===== config.mk =====
export PLATFORM = sky130hd
export DESIGN_NAME = ddr2_sample_writer
export DESIGN_NICKNAME = d
export VERILOG_FILES = /design/src/rtl/ddr2_writer_pkg.sv /design/src/rtl/sync_fifo.sv /design/src/rtl/ddr2_sample_writer.sv
export SDC_FILE = /design/constraint.sdc
export NUM_CORES = 1
export LEC_CHECK = 0
export ABC_CLOCK_PERIOD_IN_PS = 7000
export BUFFER_PORTS_ARGS = -buffer_cell sky130_fd_sc_hd__buf_2
export CAP_MARGIN = 20
export CORE_MARGIN = 10
export CORE_UTILIZATION = 55
export DETAILED_ROUTE_END_ITERATION = 6
export PLACE_DENSITY = 0.76
export SYNTH_ARGS = -nofsm -noshare
export SYNTH_HDL_FRONTEND = slang
export SYNTH_SLANG_ARGS = --single-unit

===== constraint.sdc =====
create_clock -name clk -period 7 [get_ports clk]
set_clock_uncertainty 0.15 [all_clocks]
set_input_delay 1.05 -clock clk [delete_from_list [all_inputs] [get_ports clk]]
set_output_delay 1.05 -clock clk [all_outputs]
set_load 0.02 [all_outputs]

===== src/rtl/ddr2_writer_pkg.sv =====
// Shared constants and types for the DDR2 sample writer: sample/word geometry,
// address stride, controller command encoding and the issue FSM state type.
package ddr2_writer_pkg;

    localparam int SAMPLE_W   = 16;
    localparam int APP_DATA_W = 128;
    localparam int LANES      = 8;
    localparam int LANE_W     = 3;
    localparam int ADDR_INC   = 8;
    localparam int MASK_W     = 16;

    localparam logic [2:0] CMD_WRITE = 3'b000;

    typedef enum logic [0:0] {
        ST_IDLE  = 1'b0,
        ST_ISSUE = 1'b1
    } state_t;

    // True when the packer lane index points at the final sample slot of a word.
    function automatic logic last_lane(input logic [LANE_W-1:0] lane);
        return (lane == LANE_W'(LANES - 1));
    endfunction

endpackage


===== src/rtl/sync_fifo.sv =====
// Synchronous FIFO with full/empty flags and a registered head-of-queue output.
// dout always presents the oldest stored word one edge after it becomes the
// head, so a word pushed into an empty FIFO is visible on dout after that edge.
// DEPTH must be a power of two and at least 2.
module sync_fifo #(
    parameter int WIDTH = 128,
    parameter int DEPTH = 4
) (
    input  logic             clk,
    input  logic             rst,
    input  logic             push,
    input  logic [WIDTH-1:0] din,
    input  logic             pop,
    output logic [WIDTH-1:0] dout,
    output logic             full,
    output logic             empty
);

    localparam int AW = $clog2(DEPTH);

    logic [WIDTH-1:0] mem_r [DEPTH];
    logic [AW:0]      wr_ptr_r;
    logic [AW:0]      rd_ptr_r;
    logic [AW:0]      rd_next_s;
    logic             push_ok_s;
    logic             pop_ok_s;

    // Pointers carry one extra wrap bit so full and empty are distinguishable.
    assign empty     = (wr_ptr_r == rd_ptr_r);
    assign full      = (wr_ptr_r[AW] != rd_ptr_r[AW]) &&
                       (wr_ptr_r[AW-1:0] == rd_ptr_r[AW-1:0]);
    assign pop_ok_s  = pop && !empty;
    // A pop on the same edge frees a slot, so a push into a full FIFO still lands.
    assign push_ok_s = push && (!full || pop_ok_s);
    assign rd_next_s = rd_ptr_r + {{AW{1'b0}}, pop_ok_s};

    // Advance read and write pointers on accepted pops and pushes.
    always_ff @(posedge clk) begin
        if (rst) begin
            wr_ptr_r <= '0;
            rd_ptr_r <= '0;
        end else begin
            if (push_ok_s) begin
                wr_ptr_r <= wr_ptr_r + {{AW{1'b0}}, 1'b1};
            end
            rd_ptr_r <= rd_next_s;
        end
    end

    // Store pushed words; storage contents need no reset, only the pointers do.
    always_ff @(posedge clk) begin
        if (push_ok_s) begin
            mem_r[wr_ptr_r[AW-1:0]] <= din;
        end
    end

    // Register the word that will be at the head after this edge, bypassing
    // the incoming word when it becomes the head of an otherwise empty FIFO.
    always_ff @(posedge clk) begin
        if (rst) begin
            dout <= '0;
        end else if (push_ok_s && (wr_ptr_r == rd_next_s)) begin
            dout <= din;
        end else begin
            dout <= mem_r[rd_next_s[AW-1:0]];
        end
    end

endmodule


===== src/rtl/ddr2_sample_writer.sv =====
// Packs 16-bit samples into 128-bit words, buffers them in a small FIFO and
// writes them to consecutive DDR2 burst addresses through the controller's
// command and write-data channels. The two channels handshake independently.
module ddr2_sample_writer
    import ddr2_writer_pkg::*;
#(
    parameter int               ADDR_W     = 27,
    parameter logic [ADDR_W-1:0] WRAP_ADDR = ADDR_W'(27'h3FFFFF8),
    parameter int               FIFO_DEPTH = 4
) (
    input  logic                  clk,
    input  logic                  rst,
    input  logic                  init_calib_complete,
    input  logic                  s_valid,
    input  logic [SAMPLE_W-1:0]   s_data,
    output logic                  s_ready,
    output logic [ADDR_W-1:0]     app_addr,
    output logic [2:0]            app_cmd,
    output logic                  app_en,
    input  logic                  app_rdy,
    output logic [APP_DATA_W-1:0] app_wdf_data,
    output logic [MASK_W-1:0]     app_wdf_mask,
    output logic                  app_wdf_wren,
    output logic                  app_wdf_end,
    input  logic                  app_wdf_rdy,
    output logic [31:0]           words_written
);

    localparam int PACK_W = APP_DATA_W - SAMPLE_W;

    logic [LANE_W-1:0]     lane_r;
    logic [PACK_W-1:0]     pack_r;
    state_t                state_r;
    logic                  cmd_done_r;
    logic                  data_done_r;

    logic                  accept_s;
    logic                  push_s;
    logic                  pop_s;
    logic [APP_DATA_W-1:0] push_word_s;
    logic [APP_DATA_W-1:0] fifo_head_s;
    logic                  fifo_full_s;
    logic                  fifo_empty_s;
    logic                  cmd_hs_s;
    logic                  data_hs_s;
    logic                  cmd_fin_s;
    logic                  data_fin_s;
    logic                  write_done_s;
    logic [ADDR_W-1:0]     next_addr_s;

    // Only the eighth sample is blocked by a full FIFO: the first seven go to
    // the packer, which has room regardless of FIFO occupancy.
    assign s_ready     = !rst && init_calib_complete &&
                         !(last_lane(lane_r) && fifo_full_s);
    assign accept_s    = s_valid && s_ready;
    assign push_s      = accept_s && last_lane(lane_r);
    assign push_word_s = {s_data, pack_r};

    assign cmd_hs_s     = app_en && app_rdy;
    assign data_hs_s    = app_wdf_wren && app_wdf_rdy;
    assign cmd_fin_s    = cmd_done_r || cmd_hs_s;
    assign data_fin_s   = data_done_r || data_hs_s;
    assign write_done_s = (state_r == ST_ISSUE) && cmd_fin_s && data_fin_s;
    assign pop_s        = write_done_s;

    // Next burst address, wrapping to zero after the configured last burst.
    always_comb begin
        next_addr_s = '0;
        if (app_addr == WRAP_ADDR) begin
            next_addr_s = '0;
        end else begin
            next_addr_s = app_addr + ADDR_W'(ADDR_INC);
        end
    end

    sync_fifo #(
        .WIDTH (APP_DATA_W),
        .DEPTH (FIFO_DEPTH)
    ) u_fifo (
        .clk   (clk),
        .rst   (rst),
        .push  (push_s),
        .din   (push_word_s),
        .pop   (pop_s),
        .dout  (fifo_head_s),
        .full  (fifo_full_s),
        .empty (fifo_empty_s)
    );

    // Pack accepted samples LSB-first; the eighth goes straight into the FIFO.
    always_ff @(posedge clk) begin
        if (rst) begin
            lane_r <= '0;
            pack_r <= '0;
        end else if (accept_s) begin
            if (last_lane(lane_r)) begin
                lane_r <= '0;
            end else begin
                lane_r <= lane_r + LANE_W'(1);
                pack_r[{lane_r, 4'b0000} +: SAMPLE_W] <= s_data;
            end
        end
    end

    // Issue FSM: raise both channels together, drop each after its own
    // handshake, and retire the word once both have completed.
    always_ff @(posedge clk) begin
        if (rst) begin
            state_r       <= ST_IDLE;
            app_en        <= 1'b0;
            app_cmd       <= 3'b000;
            app_addr      <= '0;
            app_wdf_wren  <= 1'b0;
            app_wdf_end   <= 1'b0;
            app_wdf_data  <= '0;
            app_wdf_mask  <= 16'h0000;
            cmd_done_r    <= 1'b0;
            data_done_r   <= 1'b0;
            words_written <= 32'd0;
        end else begin
            app_wdf_mask <= 16'h0000;
            case (state_r)
                ST_IDLE: begin
                    if (!fifo_empty_s && init_calib_complete) begin
                        state_r      <= ST_ISSUE;
                        app_en       <= 1'b1;
                        app_cmd      <= CMD_WRITE;
                        app_wdf_wren <= 1'b1;
                        app_wdf_end  <= 1'b1;
                        app_wdf_data <= fifo_head_s;
                        cmd_done_r   <= 1'b0;
                        data_done_r  <= 1'b0;
                    end
                end
                ST_ISSUE: begin
                    if (cmd_hs_s) begin
                        app_en     <= 1'b0;
                        cmd_done_r <= 1'b1;
                    end
                    if (data_hs_s) begin
                        app_wdf_wren <= 1'b0;
                        app_wdf_end  <= 1'b0;
                        data_done_r  <= 1'b1;
                    end
                    if (cmd_fin_s && data_fin_s) begin
                        state_r       <= ST_IDLE;
                        cmd_done_r    <= 1'b0;
                        data_done_r   <= 1'b0;
                        words_written <= words_written + 32'd1;
                        app_addr      <= next_addr_s;
                    end
                end
                default: begin
                    state_r      <= ST_IDLE;
                    app_en       <= 1'b0;
                    app_wdf_wren <= 1'b0;
                    app_wdf_end  <= 1'b0;
                    cmd_done_r   <= 1'b0;
                    data_done_r  <= 1'b0;
                end
            endcase
        end
    end

endmodule


# Word level (Yosys, flattened, before mapping)
# Memory sizes are Yosys's and may differ from the RTL's.
# Cells that the tools add are included.
# Widths: inputs -> output; s select.
classes:
  muxes: 21
  n_eq_ne: 11
  reduce_logical: 29
  n_shift: 2
  n_bitwise: 2
  addsub: 6
ops:
  columns: ["cell", "count"]
  rows:
  - ["$mux 128", 1]
  - ["$bwmux 112", 1]
  - ["$shift 16x9->112 const A", 1]
  - ["$shiftx 16x9->112", 1]
  - ["$add 32x1->32 const B", 1]
  - ["$add 27x4->27 const B", 1]
  - ["$eq 27x26->1 const B", 1]
  - ["$mux 27", 1]
  - ["$logic_and 1x1->1", 15]
  - ["$reduce_and 2->1", 7]
  - ["$mux 1", 12]
  - ["$pmux 1 s2", 5]
  - ["$neg 7->9", 1]
  - ["$add 3x1->3 const B", 2]
  - ["$eq 3x3->1", 2]
  - ["$ne 3x1->1 const B", 2]
  - ["$logic_not 1->1", 4]
  - ["$ne 2x1->1 const B", 2]
  - ["$add 3x1->3", 1]
  - ["$eq 3x3->1 const B", 1]
  - ["$logic_or 1x1->1", 3]
  - ["$mux 3", 1]
  - ["$eq 2x2->1", 1]
  - ["$ne 2x2->1 const B", 1]
  - ["2 further kinds", 3]
totals:
  n_memories: 1
  out_inout_bits: 210
  regBits: 441
  mem_bits_rw: 512
memory_table:
  columns: ["name", "depth", "width", "rd", "rd_ports_with_merged_regs", "wr", "line", "text"]
  rows:
  - ["u_fifo.mem_r", 4, 128, 1, 0, 1, "sync_fifo.sv:21", "logic [WIDTH-1:0] mem_r [DEPTH];"]

# Depth between registers and ports, before layout
logic_depth:
  depth_word: 10
  mapped_depth: 14
  mapped_depth_nobuf: 9

# Modules after synthesis
# Synthesis repeated with hierarchy kept, for this count alone.
unflattened:
  cells_unflattened: 2624
  hier_area_um2: 35989.5
modules_own_cells:
  columns: ["mod", "instances", "area_per_inst_um2", "cells_each"]
  rows:
  - ["sync_fifo", 1, 24511.0, 1298]
  - ["ddr2_sample_writer", 1, 11478.5, 1326]

# Least setup slack after synthesis
# OpenSTA, ideal clock, no wires.
synth_path:
  path_kind: "input port to flip-flop"
  from: "input rst"
  to: "memory u_fifo.mem_r[0][0], enable pin"
  cell_stages: 6
  t_arrival_ns: 4.938
  path_slack_ns: 1.409
  t_required_ns: 6.348
  setup_ns: 0.502
  path_buffers: 3
  cell_sequence: "buf_6 > and4b_1 > o31a_1 > buf_2 > clkbuf_1 > and2_1"
synth_between:
  elab_chain_cells: 8
synth_lines:
  columns: ["item", "line", "text"]
  rows:
  - ["from (decl)", "ddr2_sample_writer.sv:12", "input logic rst,"]
  - ["$logic_not 1->1", "ddr2_sample_writer.sv:53", "assign s_ready = !rst && init_calib_complete &&"]
  - ["$logic_and 1x1->1 (2 in a row)", "ddr2_sample_writer.sv:53", null]
  - ["$logic_and 1x1->1", "ddr2_sample_writer.sv:55", "assign accept_s = s_valid && s_ready;"]
  - ["$logic_and 1x1->1", "ddr2_sample_writer.sv:56", "assign push_s = accept_s && last_lane(lane_r);"]
  - ["$logic_and 1x1->1", "sync_fifo.sv:34", "assign push_ok_s = push && (!full || pop_ok_s);"]
  - ["$mux 1", "sync_fifo.sv:52", "if (push_ok_s) begin"]
  - ["$mux 1 (not written as such)", "sync_fifo.sv:53", "mem_r[wr_ptr_r[AW-1:0]] <= din;"]
  - ["to (decl)", "sync_fifo.sv:21", null]
# No other way between the ends.

# Final worst setup path
layout_path:
  from: "register state_r"
  to: "register u_fifo.dout[37]"
layout_between:
  elab_chain_cells: 7
  word_cells_on_any_way: 10
  cone_classes: "add/sub (1); eq/ne (1); mux (1); reduce/logical (6); memory (1)"
layout_lines:
  columns: ["item", "line", "text"]
  rows:
  - ["from (decl)", "ddr2_sample_writer.sv:33", "state_t state_r;"]
  - ["from (signal assigned)", "ddr2_sample_writer.sv:109", "state_r <= ST_IDLE;"]
  - ["from (signal assigned)", "ddr2_sample_writer.sv:125", "state_r <= ST_ISSUE;"]
  - ["from (signal assigned)", "ddr2_sample_writer.sv:146", "state_r <= ST_IDLE;"]
  - ["$logic_and 1x1->1 (*) (2 in a row)", "ddr2_sample_writer.sv:63", "assign write_done_s = (state_r == ST_ISSUE) && cmd_fin_s && data_fin_s;"]
  - ["$logic_and 1x1->1 (*)", "sync_fifo.sv:32", "assign pop_ok_s = pop && !empty;"]
  - ["$add 3x1->3 (*)", "sync_fifo.sv:35", "assign rd_next_s = rd_ptr_r + {{AW{1'b0}}, pop_ok_s};"]
  - ["net u_fifo.rd_next_s[0]", "sync_fifo.sv:24", "logic [AW:0] rd_next_s;"]
  - ["parallel branches: the longest is 2 deep, another holds $mem_v2 4x128", null, null]
  - ["$mux 128 (*)", "sync_fifo.sv:62", "end else if (push_ok_s && (wr_ptr_r == rd_next_s)) begin"]
  - ["to (signal assigned)", "sync_fifo.sv:63", "dout <= din;"]
  - ["to (signal assigned)", "sync_fifo.sv:65", "dout <= mem_r[rd_next_s[AW-1:0]];"]
  - ["to (decl)", "sync_fifo.sv:14", "output logic [WIDTH-1:0] dout,"]
# Mark *: on every way through the listed nets, which the timed path passes.
# A chain may end at the register's enable or synchronous reset.

==> metrics.txt <==
effective utilization at floorplan about 56%; sum of negative setup slack 0 ns; Fin Hold WS between 0.2 and 0.3 ns; class of the most critical setup path flip-flop to flip-flop; critical path depth 8; Max Buffers Root-to-Sink 3; final instance area ~40000 um2; worst IR drop on VDD roughly 0.18 mV; final-stage net count 2866; Routed WL a little under 90000 um; final worst-path cycle share about two thirds; Max Freq approximately 210 MHz; relative slew slack between 20 and 30%; total number of vias about 23000; cell chain of the critical path nand3_1, a21oi_1, ha_4, xnor2_1, nand3_1, nor2_4, buf_4, o21ai_0; global-route congestion overflow total 0; cell with the most instances on the worst path sky130_fd_sc_hd__nand3_1; Crit. Startpoint state_r; Critical Path Start Type flip-flop; number of DRC violations after detailed routing 0; share of flip-flops with an asynchronous set or reset 0%; TritonCTS clock tree done; Hold Path Sink app_wdf_data[76]; Post-Syn Area 35400 um2; Synthesis Warnings 0; worst path required time approximately 7.3 ns; number of pins with negative max-slew slack in the final report 0; final hold vios 0; slew at the pin closest to its max-slew limit ~1.1 ns; average wire per standard cell between 20 and 25 um; hold buffer count at cts 0; hpwl dp about 48000 um; fraction of synthesized area in multiplexers approximately a tenth; top_reg_cell synth sky130_fd_sc_hd__edfxtp_1; Routability Congestion approximately 0.84; status completed; maximum number of pins on one net before global-route repair approximately 110; worst hold path class flip-flop to flip-flop; r2r setup slk approximately 2.2 ns; Crit. End Element flip-flop; placeable core area about 63000 um2; y dimension of the die approximately 270 um; antenna violations before repair 5; number of max-cap violations 0; kind of cell with the highest combined delay on the critical path simple AND/OR/NAND/NOR gates; clock slew seen by the registers of the worst setup and hold paths 0.06 ns; cell count of the worst hold path 2; H-tree levels 3; number of synthesized register bits 950; area share of and/or/nand/nor cells after synthesis 11.3%; number of standard cells in the layout, taps in and fillers out about 3800; die outline area 74900 um2; CTS resizes 0; final setup slack of the worst path between 2 and 2.5 ns; die extent in x about 270 um; number of input and output port buffers inserted approximately 210; xor and xnor area share after synthesis less than 1%; worst-path cell with the longest stage delay sky130_fd_sc_hd__buf_4; layout cells sized above 1 around a fifth; first-iteration detailed-routing DRC count 2713; CTS buffer count between 90 and 100; filler instances between 4000 and 5000; final design utilization a little over three fifths; antenna viol nets, final 0; reg-to-reg endpoint u_fifo.dout[37]; fraction of the mapped netlist area in compound gates 5.84%; Critical Path AT 5.07 ns; wire length of the first global-routing pass 133000 um; combinational family with the most area after synthesis simple AND/OR/NAND/NOR gates; via-per-instance ratio approximately 6; antenna cells 0; Buf/Inv on CP 1; length of the first detailed-routing pass in iterations 5; reg2reg path depth 8; number of instances in the placed design 3583; power per standard cell area roughly 280 nW/um2; GRT Overall Usage between 20 and 25%; sequential element share of the synthesized area 68.3%; number of enable-type register cells in the synthesized netlist 512; total of endpoints with negative setup slack in the final report 0; via count of the first global-routing pass ~23000; total power of the final layout 11.2 mW; number of cells produced by synthesis 2697; setup slack at placement 1.86 ns; RSZ-0062 raised after global routing no; Adder-Cell Fraction of Synth Area less than 1%; largest stage delay on the critical path about 0.8 ns; Mean Syn Cell Area roughly 13 um2; CTS Root Cell sky130_fd_sc_hd__clkbuf_16; Post-CTS Setup Repair Bufs 0; I/O pin count 232; signed area change from the synthesized netlist to the final layout 13.5%; insertion delay of the later-clocked pin in the worst-skew pair ~0.65 ns; TritonCTS Sinks 950; synth unique cells between 50 and 60; startpoint of the worst register-to-register path state_r; hold wc startpoint u_fifo.dout[76]; Max FO, Critical Path 82; Final min period 4.78 ns; placed inst area 36900 um2; Leakage between 10 and 15 nW; # rows 92
cell type report:
| type | count | area (um2) | share of cell area (%) |
|---|---|---|---|
| Timing Repair Buffer | 237 | 1350 | 3.37 |
| Inverter | 13 | 53.8 | 0.134 |
| Multi-Input combinational cell | 1538 | 10300 | 25.7 |
| Sequential cell | 950 | 24100 | 60.1 |
| Clock buffer | 131 | 2760 | 6.89 |
| Clock inverter | 43 | 449 | 1.12 |
| Tap cell | 846 | 1060 | 2.64 |
cell usage in the layout (no fill, tap or decap), types with 17 or more instances in the layout:
cell type / Yosys / routed
sky130_fd_sc_hd__edfxtp_1: 512 / 512
sky130_fd_sc_hd__nand2_1: 481 / 481
sky130_fd_sc_hd__dfxtp_1: 438 / 438
sky130_fd_sc_hd__buf_2: 56 / 208
sky130_fd_sc_hd__a21oi_1: 204 / 204
sky130_fd_sc_hd__nand3_1: 158 / 158
sky130_fd_sc_hd__o21ai_0: 150 / 150
sky130_fd_sc_hd__mux4_2: 128 / 128
sky130_fd_sc_hd__nor2_1: 100 / 99
sky130_fd_sc_hd__clkbuf_16: 0 / 98
sky130_fd_sc_hd__mux2i_1: 69 / 69
sky130_fd_sc_hd__nor2b_1: 22 / 22
sky130_fd_sc_hd__conb_1: 1 / 22
sky130_fd_sc_hd__buf_4: 23 / 21
sky130_fd_sc_hd__o31ai_1: 20 / 20
sky130_fd_sc_hd__or4_1: 20 / 20
sky130_fd_sc_hd__nand4_1: 19 / 19
sky130_fd_sc_hd__clkbuf_8: 0 / 18
sky130_fd_sc_hd__clkinv_2: 0 / 17
metal layers:
| layer | global-route usage (%) | wire (um) | up-vias |
|---|---|---|---|
| met5 | 0 | 12 | - |
| met4 | 9.01 | 2790 | 2 |
| met3 | 5.23 | 7790 | 180 |
| met2 | 37.2 | 42700 | 1042 |
| met1 | 29.3 | 33900 | 11252 |
| li1 | - | - | 10048 |
worst reg2reg max path, stage by stage, from the launching register on:
cell	delay (ns)
sky130_fd_sc_hd__dfxtp_1	0.80
sky130_fd_sc_hd__nand3_1	0.74
sky130_fd_sc_hd__a21oi_1	0.45
sky130_fd_sc_hd__ha_4	0.54
sky130_fd_sc_hd__xnor2_1	0.21
sky130_fd_sc_hd__nand3_1	0.32
sky130_fd_sc_hd__nor2_4	0.19
sky130_fd_sc_hd__buf_4	0.81
sky130_fd_sc_hd__o21ai_0	0.37
cells by family (layout without fill, tap and decap cells):
group / count (synthesis) / count (layout)
xor+xnor: 24 / 24
buf+inv: 230 / 424
other cells: 1 / 22
fa+ha+maj: 12 / 12
mux: 208 / 208
flops: 950 / 950
simple gates: 882 / 882
compound gates: 390 / 390
how the worst max path moves through the flow:
| stage | endpoint | slack (ns) |
|---|---|---|
| 2_1_floorplan | u_fifo.mem_r[0][0] | 1.41 |
| 3_3_place_gp | u_fifo.dout[37] | 1.94 |
| 3_5_place_dp | u_fifo.dout[37] | 1.86 |
| 4_1_cts | u_fifo.dout[37] | 2.24 |
| 5_1_grt | u_fifo.dout[37] | 1.92 |
| 6_report | u_fifo.dout[37] | 2.22 |
synth_stat cells, types with 6 or more instances:
master                       n  share of area (%)
sky130_fd_sc_hd__o31ai_1    20               0.42
sky130_fd_sc_hd__buf_4      23               0.49
sky130_fd_sc_hd__clkbuf_1  111                1.2
sky130_fd_sc_hd__inv_1      12               0.13
sky130_fd_sc_hd__and4_1     12               0.30
sky130_fd_sc_hd__dfxtp_1   438                 25
sky130_fd_sc_hd__nor2_1    100                1.1
sky130_fd_sc_hd__o21ai_0   150                2.1
sky130_fd_sc_hd__or4_1      20               0.42
sky130_fd_sc_hd__nand3_1   158                2.2
sky130_fd_sc_hd__xnor2_1    16               0.40
sky130_fd_sc_hd__mux4_2    128                8.2
sky130_fd_sc_hd__a21oi_1   204                2.9
sky130_fd_sc_hd__buf_6       6               0.19
sky130_fd_sc_hd__or3_1      11               0.19
sky130_fd_sc_hd__nand2_1   481                5.1
sky130_fd_sc_hd__buf_1      14               0.15
sky130_fd_sc_hd__ha_1       12               0.42
sky130_fd_sc_hd__nand3b_1    8               0.17
sky130_fd_sc_hd__nor4_1     17               0.30
sky130_fd_sc_hd__mux2i_1    69                2.0
sky130_fd_sc_hd__edfxtp_1  512                 43
sky130_fd_sc_hd__nor2b_1    22               0.39
sky130_fd_sc_hd__clkbuf_2    7              0.099
sky130_fd_sc_hd__and3_1      8               0.14
sky130_fd_sc_hd__mux2_2     11               0.35
sky130_fd_sc_hd__buf_2      56               0.79
sky130_fd_sc_hd__nand4_1    19               0.34
sky130_fd_sc_hd__xor2_1      7               0.17
where the power goes:
group | leakage [nW] | internal, mW | switching (mW)
combinational | 3.81 | 0.0289 | 0.129
clock | 1.60 | 3.06 | 2.10
sequential | 8.17 | 5.85 | 0.0140
total | 13.6 | 8.93 | 2.25
flip-flops by register name, summed over array words and instances (netlist names), 3 cells and up:
name,count
u_fifo.dout,128
app_addr,24
pack_r,112
u_fifo.mem_r,512
lane_r,3
app_wdf_data,128
u_fifo.rd_ptr_r,3
words_written,32
u_fifo.wr_ptr_r,3
No activity file was read; power rests on OpenSTA's default activity.
